## config.mk

```make
export PLATFORM = sky130hd
export DESIGN_NAME = bf_lut_cfg_ctrl
export DESIGN_NICKNAME = d
export VERILOG_FILES = /design/src/rtl/bf_lut_cfg_ctrl.sv
export SDC_FILE = /design/constraint.sdc
export NUM_CORES = 1
export LEC_CHECK = 0
export CELL_PAD_IN_SITES_DETAIL_PLACEMENT = 0
export CELL_PAD_IN_SITES_GLOBAL_PLACEMENT = 2
export CORE_MARGIN = 2
export CORE_UTILIZATION = 24
export DETAILED_ROUTE_END_ITERATION = 10
export PLACE_DENSITY_LB_ADDON = 0.1
export SETUP_SLACK_MARGIN = 0.4
export SYNTH_ARGS = -nofsm -noshare
export SYNTH_HDL_FRONTEND = slang
export SYNTH_SLANG_ARGS = --single-unit
```

## constraint.sdc

```tcl
create_clock -name main_clk_i -period 2.75 [get_ports main_clk_i]
set_clock_uncertainty 0.15 [all_clocks]
set_input_delay 0.55 -clock main_clk_i [delete_from_list [all_inputs] [get_ports main_clk_i]]
set_output_delay 0.55 -clock main_clk_i [all_outputs]
set_load 0.01 [all_outputs]
```

## src/rtl/bf_lut_cfg_ctrl.sv

```systemverilog
// Configuration sequencer: disables the bloom filter, waits for the datapath to drain,
// optionally cleans/loads the hash LUT, then re-enables. Optional macro: BF_LUT_CFG_LOAD_CNT_EN.
module bf_lut_cfg_ctrl #(
    parameter int unsigned AMM_LUT_ADDR_W = 12,
    parameter int unsigned AMM_LUT_DATA_W = 32,
    parameter int unsigned AMM_CSR_ADDR_W = 4,
    parameter int unsigned AMM_CSR_DATA_W = 32,
    parameter int unsigned EN_REG_ADDR    = 0,
    parameter int unsigned IDLE_TIMEOUT   = 1024
) (
    input  logic                      main_clk_i,
    input  logic                      main_srst_n_i,
    input  logic                      cmd_valid_i,
    output logic                      cmd_ready_o,
    input  logic [1:0]                cmd_op_i,
    input  logic                      entry_valid_i,
    output logic                      entry_ready_o,
    input  logic [AMM_LUT_ADDR_W-1:0] entry_addr_i,
    input  logic [AMM_LUT_DATA_W-1:0] entry_data_i,
    input  logic                      entry_last_i,
    input  logic                      dp_busy_i,
    output logic [AMM_CSR_ADDR_W-1:0] csr_address_o,
    output logic                      csr_write_o,
    output logic [AMM_CSR_DATA_W-1:0] csr_writedata_o,
    output logic [AMM_LUT_ADDR_W-1:0] lut_address_o,
    output logic                      lut_write_o,
    output logic [AMM_LUT_DATA_W-1:0] lut_writedata_o,
`ifdef BF_LUT_CFG_LOAD_CNT_EN
    output logic [AMM_LUT_ADDR_W:0]   load_cnt_o,
`endif
    output logic                      busy_o,
    output logic                      done_o,
    output logic                      timeout_err_o
);

    localparam int unsigned TO_W = $clog2(IDLE_TIMEOUT + 1);

    localparam logic [2:0] S_IDLE      = 3'd0;
    localparam logic [2:0] S_DISABLE   = 3'd1;
    localparam logic [2:0] S_WAIT_IDLE = 3'd2;
    localparam logic [2:0] S_CLEAN     = 3'd3;
    localparam logic [2:0] S_LOAD      = 3'd4;
    localparam logic [2:0] S_ENABLE    = 3'd5;
    localparam logic [2:0] S_DONE      = 3'd6;

    logic [2:0]                state_q, state_d;
    logic [1:0]                op_q, op_d;
    logic [TO_W-1:0]           to_cnt_q, to_cnt_d, to_cnt_inc;
    logic                      idle_seen_q, idle_seen_d;
    logic                      last_seen_q, last_seen_d;

    logic                      cmd_ready_q, cmd_ready_d;
    logic                      entry_ready_q, entry_ready_d;
    logic [AMM_CSR_ADDR_W-1:0] csr_address_q, csr_address_d;
    logic                      csr_write_q, csr_write_d;
    logic [AMM_CSR_DATA_W-1:0] csr_writedata_q, csr_writedata_d;
    logic [AMM_LUT_ADDR_W-1:0] lut_address_q, lut_address_d;
    logic                      lut_write_q, lut_write_d;
    logic [AMM_LUT_DATA_W-1:0] lut_writedata_q, lut_writedata_d;
    logic                      busy_q, busy_d;
    logic                      done_q, done_d;
    logic                      timeout_err_q, timeout_err_d;

    logic                      cmd_fire;
    logic                      entry_fire;

    assign cmd_fire   = cmd_valid_i && cmd_ready_q;
    assign entry_fire = entry_valid_i && entry_ready_q;
    assign to_cnt_inc = to_cnt_q + TO_W'(1);

    // Next state, then registered outputs decoded from the state being entered
    always_comb begin
        state_d         = state_q;
        op_d            = op_q;
        to_cnt_d        = to_cnt_q;
        idle_seen_d     = idle_seen_q;
        last_seen_d     = last_seen_q;
        timeout_err_d   = timeout_err_q;
        cmd_ready_d     = 1'b0;
        entry_ready_d   = 1'b0;
        csr_address_d   = '0;
        csr_write_d     = 1'b0;
        csr_writedata_d = '0;
        lut_address_d   = '0;
        lut_write_d     = 1'b0;
        lut_writedata_d = '0;
        busy_d          = 1'b0;
        done_d          = 1'b0;

        case (state_q)
            S_IDLE: begin
                if (cmd_fire) begin
                    op_d          = cmd_op_i;
                    timeout_err_d = 1'b0;
                    last_seen_d   = 1'b0;
                    state_d       = S_DISABLE;
                end
            end
            S_DISABLE: begin
                to_cnt_d    = '0;
                idle_seen_d = 1'b0;
                state_d     = S_WAIT_IDLE;
            end
            S_WAIT_IDLE: begin
                to_cnt_d    = to_cnt_inc;
                idle_seen_d = !dp_busy_i;
                // Two quiet cycles take priority over a coincident timeout
                if (!dp_busy_i && idle_seen_q) begin
                    case (op_q)
                        2'd0:    state_d = S_ENABLE;
                        2'd2:    state_d = S_LOAD;
                        default: state_d = S_CLEAN;
                    endcase
                end else if (to_cnt_inc == TO_W'(IDLE_TIMEOUT)) begin
                    timeout_err_d = 1'b1;
                    state_d       = S_IDLE;
                end
            end
            S_CLEAN: begin
                if (lut_address_q == {AMM_LUT_ADDR_W{1'b1}}) begin
                    state_d = op_q[1] ? S_LOAD : S_ENABLE;
                end
            end
            S_LOAD: begin
                if (last_seen_q) begin
                    state_d = S_ENABLE;
                end else if (entry_fire && entry_last_i) begin
                    last_seen_d = 1'b1;
                end
            end
            S_ENABLE: state_d = S_DONE;
            S_DONE:   state_d = S_IDLE;
            default:  state_d = S_IDLE;
        endcase

        cmd_ready_d = (state_d == S_IDLE);
        busy_d      = (state_d != S_IDLE);
        done_d      = (state_d == S_DONE);

        if (state_d == S_DISABLE || state_d == S_ENABLE) begin
            csr_write_d     = 1'b1;
            csr_address_d   = AMM_CSR_ADDR_W'(EN_REG_ADDR);
            csr_writedata_d = (state_d == S_ENABLE) ? AMM_CSR_DATA_W'(1) : '0;
        end

        if (state_d == S_CLEAN) begin
            lut_write_d   = 1'b1;
            lut_address_d = (state_q == S_CLEAN) ? lut_address_q + AMM_LUT_ADDR_W'(1) : '0;
        end

        if (state_d == S_LOAD) begin
            entry_ready_d = !last_seen_d;
            if (entry_fire) begin
                lut_write_d     = 1'b1;
                lut_address_d   = entry_addr_i;
                lut_writedata_d = entry_data_i;
            end
        end
    end

    always_ff @(posedge main_clk_i) begin
        if (!main_srst_n_i) begin
            state_q         <= S_IDLE;
            op_q            <= '0;
            to_cnt_q        <= '0;
            idle_seen_q     <= 1'b0;
            last_seen_q     <= 1'b0;
            cmd_ready_q     <= 1'b1;
            entry_ready_q   <= 1'b0;
            csr_address_q   <= '0;
            csr_write_q     <= 1'b0;
            csr_writedata_q <= '0;
            lut_address_q   <= '0;
            lut_write_q     <= 1'b0;
            lut_writedata_q <= '0;
            busy_q          <= 1'b0;
            done_q          <= 1'b0;
            timeout_err_q   <= 1'b0;
        end else begin
            state_q         <= state_d;
            op_q            <= op_d;
            to_cnt_q        <= to_cnt_d;
            idle_seen_q     <= idle_seen_d;
            last_seen_q     <= last_seen_d;
            cmd_ready_q     <= cmd_ready_d;
            entry_ready_q   <= entry_ready_d;
            csr_address_q   <= csr_address_d;
            csr_write_q     <= csr_write_d;
            csr_writedata_q <= csr_writedata_d;
            lut_address_q   <= lut_address_d;
            lut_write_q     <= lut_write_d;
            lut_writedata_q <= lut_writedata_d;
            busy_q          <= busy_d;
            done_q          <= done_d;
            timeout_err_q   <= timeout_err_d;
        end
    end

`ifdef BF_LUT_CFG_LOAD_CNT_EN
    logic [AMM_LUT_ADDR_W:0] load_cnt_q;

    // Saturating count of LUT writes issued by the load phase of the current command
    always_ff @(posedge main_clk_i) begin
        if (!main_srst_n_i) begin
            load_cnt_q <= '0;
        end else if (cmd_fire) begin
            load_cnt_q <= '0;
        end else if (entry_fire && (load_cnt_q != {(AMM_LUT_ADDR_W+1){1'b1}})) begin
            load_cnt_q <= load_cnt_q + (AMM_LUT_ADDR_W+1)'(1);
        end
    end

    assign load_cnt_o = load_cnt_q;
`endif

    assign cmd_ready_o     = cmd_ready_q;
    assign entry_ready_o   = entry_ready_q;
    assign csr_address_o   = csr_address_q;
    assign csr_write_o     = csr_write_q;
    assign csr_writedata_o = csr_writedata_q;
    assign lut_address_o   = lut_address_q;
    assign lut_write_o     = lut_write_q;
    assign lut_writedata_o = lut_writedata_q;
    assign busy_o          = busy_q;
    assign done_o          = done_q;
    assign timeout_err_o   = timeout_err_q;

endmodule

```

==> results of run 1 <==
-- state kept, by name, summed over array words and instances, names as in the netlist --
signal and count:
busy_o 1, cmd_ready_o 1, csr_write_o 1, csr_writedata_o 1, done_o 1, entry_ready_o 1
idle_seen_q 1, last_seen_q 1, lut_address_o 12, lut_write_o 1, lut_writedata_o 32, op_q 2
state_q 3, timeout_err_o 1, to_cnt_q 11
-- through the flow --
stage          cell area, um^2  power, mW
2_1_floorplan             3396      1.288
3_3_place_gp              4383      1.424
3_5_place_dp              4383      1.419
4_1_cts                   4798      2.644
5_1_grt                   4856      2.734
6_report                  4856      2.603
-- placed cells by master (no fill, tap or decap), types with 5 or more instances in the layout --
cell type / instances
clkbuf_16: 9
nand3_1: 7
xnor2_1: 6
conb_1: 35
a21oi_1: 16
nand4_1: 6
xor2_1: 7
and2_1: 33
buf_4: 21
clkdlybuf4s50_1: 102
dfxtp_1: 62
o21ai_0: 13
o2bb2ai_1: 6
and3_1: 5
o2bb2ai_2: 5
and2_2: 5
nor3_1: 10
nor2_1: 16
nand2_1: 24
-- worst max-delay path by stage --
stage | from | end | slack [ns] | cells after the start
after floorplan | lut_address_o[0] | lut_address_o[10] | 0.42 | 8
after global placement | dp_busy_i | lut_writedata_o[3] | 0.04 | 7
after detailed placement | dp_busy_i | lut_writedata_o[3] | 0.02 | 8
after CTS | lut_address_o[0] | lut_writedata_o[16] | 0.38 | 8
after global routing | lut_address_o[0] | lut_writedata_o[12] | 0.32 | 8
final | state_q[2] | lut_writedata_o[16] | 0.44 | 6
-- synthesized netlist by cell type (4+ instances only) --
cell and count:
o21ai_0 15, and3_1 6, a31oi_1 4, buf_6 8, nor2_1 17, clkbuf_1 10
dfxtp_1 70, xor2_1 7, nand3_1 7, o2bb2ai_1 6, buf_4 36, nor3_1 10
o2bb2ai_2 5, nand4_1 6, inv_1 4, xnor2_1 6, nand2_1 24, and2_1 33
a21oi_1 16, and2_2 5
-- critical path, cell delays in order (launching register included) --
cell,delay [ns]
dfxtp_4,0.39
or2_1,0.27
buf_4,0.18
or3_1,0.42
o2111a_4,0.37
bufbuf_16,0.28
and2_1,0.14
-- what timing repair did --
| item | 4_1_cts | 5_1_grt |
|---|---|---|
| endpoints found under the setup margin | 45 | 45 |
| gates resized for setup | 14 | 10 |
| pin swaps | 1 | 3 |
| hold buffers | 0 | 0 |
| cloned | 2 | 0 |
| setup buffers | 3 | 4 |
-- power by group --
group / leakage, nW / switching [mW] / internal (mW)
Sequential: 0.570 / 0.0380 / 1.04
Combinational: 1.16 / 0.161 / 0.162
Clock: 0.149 / 0.470 / 0.732
Total: 1.88 / 0.669 / 1.93
-- area by class of cell --
type                            count  area share
Multi-Input combinational cell    252      0.3280
Sequential cell                    70      0.2927
Timing Repair Buffer              129      0.2675
Tap cell                          176     0.04535
Inverter                            4    0.003092
Clock buffer                       10     0.04921
Clock inverter                      6     0.01417
-- kinds of logic (layout without fill, tap and decap cells) --
logic type | count (synthesis) | in the layout | synth area share
flip-flops | 70 | 70 | 0.4288
XOR/XNOR | 13 | 13 | 0.03484
AO/OA/AOI/OAI | 69 | 69 | 0.1612
adder cells (fa/ha/maj) | 2 | 2 | 0.007656
AND/OR/NAND/NOR | 133 | 133 | 0.2343
buffers and inverters | 61 | 149 | 0.1321
other | 1 | 35 | 0.001147
-- layer usage --
layer / wire [um] / share of wire / track usage
met3: 444 / 0.048 / 0.03443
met1: 4157 / 0.45 / 0.1645
met4: 114 / 0.012 / 0.05233
met2: 4567 / 0.49 / 0.2150
met5: 0 / 0 / 0
==> flow_summary_export.csv, run 1 <==
group,metric,value,unit
timing,slew_viol_final,0,
floorplanning,die_area,14570,um^2
timing,tns,0,ns
global_route,overflow,0,
timing,rsz0062_at_grt,"true",
cells_and_area,post-route-util,0.3652,
cells_and_area,nFillCells,1385,
placed_design,place.detailed.hpwl,6626,um
synthesis,async_flop_share,0,
flow_run,drv_cap,0,
synthesis,synth.area.top_cells,"dfxtp_1, buf_4, and2_1, buf_6, nand2_1",
timing,fin_crit,2.306,ns
hold_path,hp-class,"flip-flop to flip-flop",
global_route,grt_max_degree,19,
clock_tree,cts_sinks,70,
synthesis,synth_edf_count,0,
routing,drtAntennaViolNets,0,
placed_design,dp_slack,0.01619,ns
critical_path,criticalPathCategory,"flip-flop to flip-flop",
placed_design,placedCellCount,622,
critical_path,cp.required,2.83,ns
cells_and_area,drive_above_1_share,0.1656,
clock_tree,clkTransAtPathRegs,0.06,ns
floorplanning,start_util,0.2458,
clock_tree,clkLatencyLatePin,0.33,ns
floorplanning,coreArea,13300,um^2
synthesis,synth_area,3268,um^2
routing,wl_per_cell,14.35,um
timing,setup_slack,0.4435,ns
routing,routed_wl,9285,um
synthesis,ys_seq_area_frac,0.4288,
global_route,grt_pass1_wl,14670,um
synthesis,synthCells,349,
timing,timing_hold_violations_final,0,
routing,drc,0,
timing,setup_viol,0,
routing,vias,2701,
critical_path,r2r-start,"state_q[2]",
critical_path,crit_fanout,13,
hold_path,worstHoldStart,"op_q[1]",
power_and_ir_drop,ir_drop,0.3373,mV
clock_tree,cts_tree,"done",
synthesis,avgSynthCellArea,9.364,um^2
critical_path,worstReg2RegEnd,"lut_writedata_o[16]",
cells_and_area,multi_input_area,1593,um^2
cells_and_area,area_growth,48.58,%
placed_design,port_buffers,103,
cells_and_area,final_cells,647,
synthesis,yosys_warnings,0,
critical_path,reg2regPathDepth,6,
floorplanning,io_pins,139,
timing,hold_ws,0.3262,ns
global_route,track_usage,0.1315,
synthesis,ys_seq_elements,70,
floorplanning,die_x,120.7,um
synthesis,synth_cell_type_count,60,
placed_design,place_congestion,0.7442,
power_and_ir_drop,leakagePower,1.876,nW
synthesis,synth.largest_area_cell,"dfxtp_1",
routing,drt_first_pass_iters,4,
cells_and_area,nets,520,
timing,fmax,0.4336,GHz
clock_tree,numCtsBuffers,9,
critical_path,cp_data_arrival_time,2.38,ns
hold_path,hold_depth,2,
floorplanning,die_y,120.7,um
power_and_ir_drop,powerDensity,536.1,nW/um^2
synthesis,synth_flop_cell,"dfxtp_1",
cells_and_area,seqCellArea,1421,um^2
floorplanning,rows,42,
routing,vias_per_cell,4.175,
cells_and_area,n_antenna_cell,0,
hold_path,hold_path_end,"op_q[1]",
clock_tree,htree_levels,3,
critical_path,cp-end-kind,"flip-flop",
synthesis,yosys.area.top_type_share,0.4288,
critical_path,rrSetupSlack,0.44,ns
clock_tree,root_buffer,"clkbuf_16",
critical_path,startpoint_type,"flip-flop",
global_route,grt_pass1_vias,2655,
run_status,outcome,"complete, no violations",
timing,finalCritPeriodShare,0.8387,
clock_tree,clockBufferDepth,2,
global_route,antenna_found_initial,0,
routing,drtIter0Drc,97,
Power figures use the tool's default switching activity.
==> inputs of run 2 (changes only) <==
CORE_UTILIZATION = 22   (was 24)
clock period = 2 ns   (was 2.75 ns; I/O delays follow)
==> run 2 against run 1 <==
The flow now finishes with violations (negative setup slack); count of clock-buffer cells in the layout is the same; global-route usage down 0.68 points; hold slack worse by 0.011 ns; sequential power is 35% higher; via count grew 10%; routed wire length rose by 5.5%; largest cell class unchanged.
==> flow_summary_export.csv, run 2 (same netlist as run 1, synthesis figures left out) <==
group,metric,value,unit
timing,rsz0062_at_grt,"true",
cells_and_area,n_antenna_cell,0,
routing,met1_length,4627,um
floorplanning,coreArea,14530,um^2
global_route,grt_pass1_wl,15540,um
cells_and_area,final_cells,717,
routing,drc,0,
critical_path,cp.required,2.13,ns
critical_path,criticalPathCategory,"flip-flop to flip-flop",
critical_path,cp.depth,8,
run_status,outcome,"finished, violations left",
timing,fmax,0.4723,GHz
power_and_ir_drop,ir_drop,0.4094,mV
critical_path,startpoint,"lut_address_o[1]",
cells_and_area,drive_above_1_share,0.3527,
cells_and_area,final_cell_area,5542,um^2
critical_path,startpoint_type,"flip-flop",
clock_tree,htree_levels,3,
run_status,violations,"negative setup slack",
clock_tree,cts_sinks,70,
floorplanning,start_util,0.2249,
clock_tree,clkTransAtPathRegs,0.06,ns
hold_path,worstHoldStart,"op_q[1]",
critical_path,rrSetupSlack,-0.12,ns
critical_path,reg2regPathDepth,8,
global_route,overflow,0,
timing,setup_slack,-0.1174,ns
floorplanning,die_area,15850,um^2
critical_path,r2r-start,"lut_address_o[1]",
flow_run,drv_cap,0,
critical_path,cp-end-kind,"flip-flop",
placed_design,place_congestion,0.7577,
clock_tree,hold_buffers,0,
timing,fin_crit,2.117,ns
placed_design,dp_slack,-0.5998,ns
routing,drtIter0Drc,82,
critical_path,worstReg2RegEnd,"lut_writedata_o[1]",
timing,tns,-4.238,ns
global_route,antenna_found_initial,0,
timing,timing_hold_violations_final,0,
critical_path,crit_fanout,25,
routing,vias,2980,
cells_and_area,area_growth,69.56,%
cells_and_area,layout_common_cells,"buf_4, dfxtp_1, clkdlybuf4s50_1",
clock_tree,numCtsBuffers,9,
cells_and_area,final_common_cell,"buf_4",
placed_design,placed_area,4881,um^2
critical_path,critical_path.endpoint,"lut_writedata_o[1]",
timing,setup_viol,46,
power_and_ir_drop,p_total,3.808,mW
timing,finalCritPeriodShare,1.059,
critical_path,cp_data_arrival_time,2.25,ns
cells_and_area,nets,582,
power_and_ir_drop,powerDensity,687.3,nW/um^2
clock_tree,clkLatencyLatePin,0.34,ns
floorplanning,rows,44,
cells_and_area,largest_register_ffs,32,
global_route,track_usage,0.1248,
critical_path,cp_slowest_cell,"dfxtp_4",
clock_tree,root_buffer,"clkbuf_16",
routing,wl_met2,4514,um
critical_path,cp_num_buf_inv,1,
routing,drt_first_pass_iters,4,
placed_design,port_buffers,103,
timing,hold_ws,0.3152,ns
floorplanning,io_pins,139,
floorplanning,die_y,125.9,um
global_route,grt_pass1_vias,2956,
clock_tree,cts_tree,"done",
global_route,grt_max_degree,26,
critical_path,slowest_delay,0.35,ns
critical_path,path_cells,"ha_4, and4_4, a31oi_4, a41o_4, nor4_4, o2111a_4, buf_12, and2_2",
floorplanning,die_x,125.9,um
clock_tree,clockBufferDepth,2,
critical_path,crit_family,"compound AO/OA/AOI/OAI gates",
power_and_ir_drop,leakagePower,2.470,nW
routing,wl_met3,469,um
routing,routed_wl,9799,um
cells_and_area,post-route-util,0.3813,
routing,routed.top_layer,"met4",
hold_path,hp-class,"flip-flop to flip-flop",
timing,slew_viol_final,0,
placed_design,placedCellCount,686,
placed_design,place.detailed.hpwl,7151,um
routing,vias_per_cell,4.156,
routing,drtAntennaViolNets,0,
routing,wl_per_cell,13.67,um
run 2: changes by cell type in the layout (fill, tap and decap cells not counted), moves of 4 or more:
cell,change
clkdlybuf4s15_2,+4
dfxtp_4,+4
clkbuf_2,+4
clkdlybuf4s50_1,-52
dfxtp_1,-7
o21ai_0,-5
buf_6,+15
dlygate4sd2_1,+40
buf_4,+49
nor3_1,-4
run 2: tightest hold or removal path: stages, from the launching register on:
cell and delay [ns]:
dfxtp_1 0.31, nand2_1 0.05, a21oi_1 0.05
run 2: what timing repair did:
action / 4_1_cts / 5_1_grt
setup endpoints to repair: 114 / 73
pin swaps: 9 / 8
resized for setup: 126 / 38
buffers inserted: 11 / 4
run 2: area by class of cell:
type | instances | area, um^2
repair buffers | 191 | 1710
flip-flops and latches | 70 | 1440
fillers | 1492 | 8992
inverters | 4 | 15.01
clock inverters | 6 | 67.56
multi-input cells | 252 | 1839
clock buffers | 10 | 239.0
well taps | 184 | 230.2
run 2: where the power goes:
group	internal (mW)	switching [mW]
Clock	1.01	0.654
Combinational	0.366	0.320
Sequential	1.42	0.0344
Total	2.80	1.01
run 2: worst min path at each step:
| stage | endpoint | slack [ns] | cells after the start |
|---|---|---|---|
| after detailed placement | op_q[1] | 0.31 | 2 |
| after CTS | op_q[1] | 0.32 | 2 |
| after floorplan | op_q[1] | 0.29 | 2 |
| final | op_q[1] | 0.32 | 2 |
| after global placement | op_q[1] | 0.31 | 2 |
| after global routing | op_q[1] | 0.35 | 2 |
run 2: routing by layer:
layer,up-vias,GRT usage
met5,-,0
met4,0,0.05495
met3,12,0.02974
met2,86,0.1954
met1,1376,0.1635
li1,1506,-
==> inputs of run 3 (changes only) <==
SLEW_MARGIN = 20   (was unset)
==> results of run 3 <==
No change in the layout: final DEF, timing and power equal those of run 2.
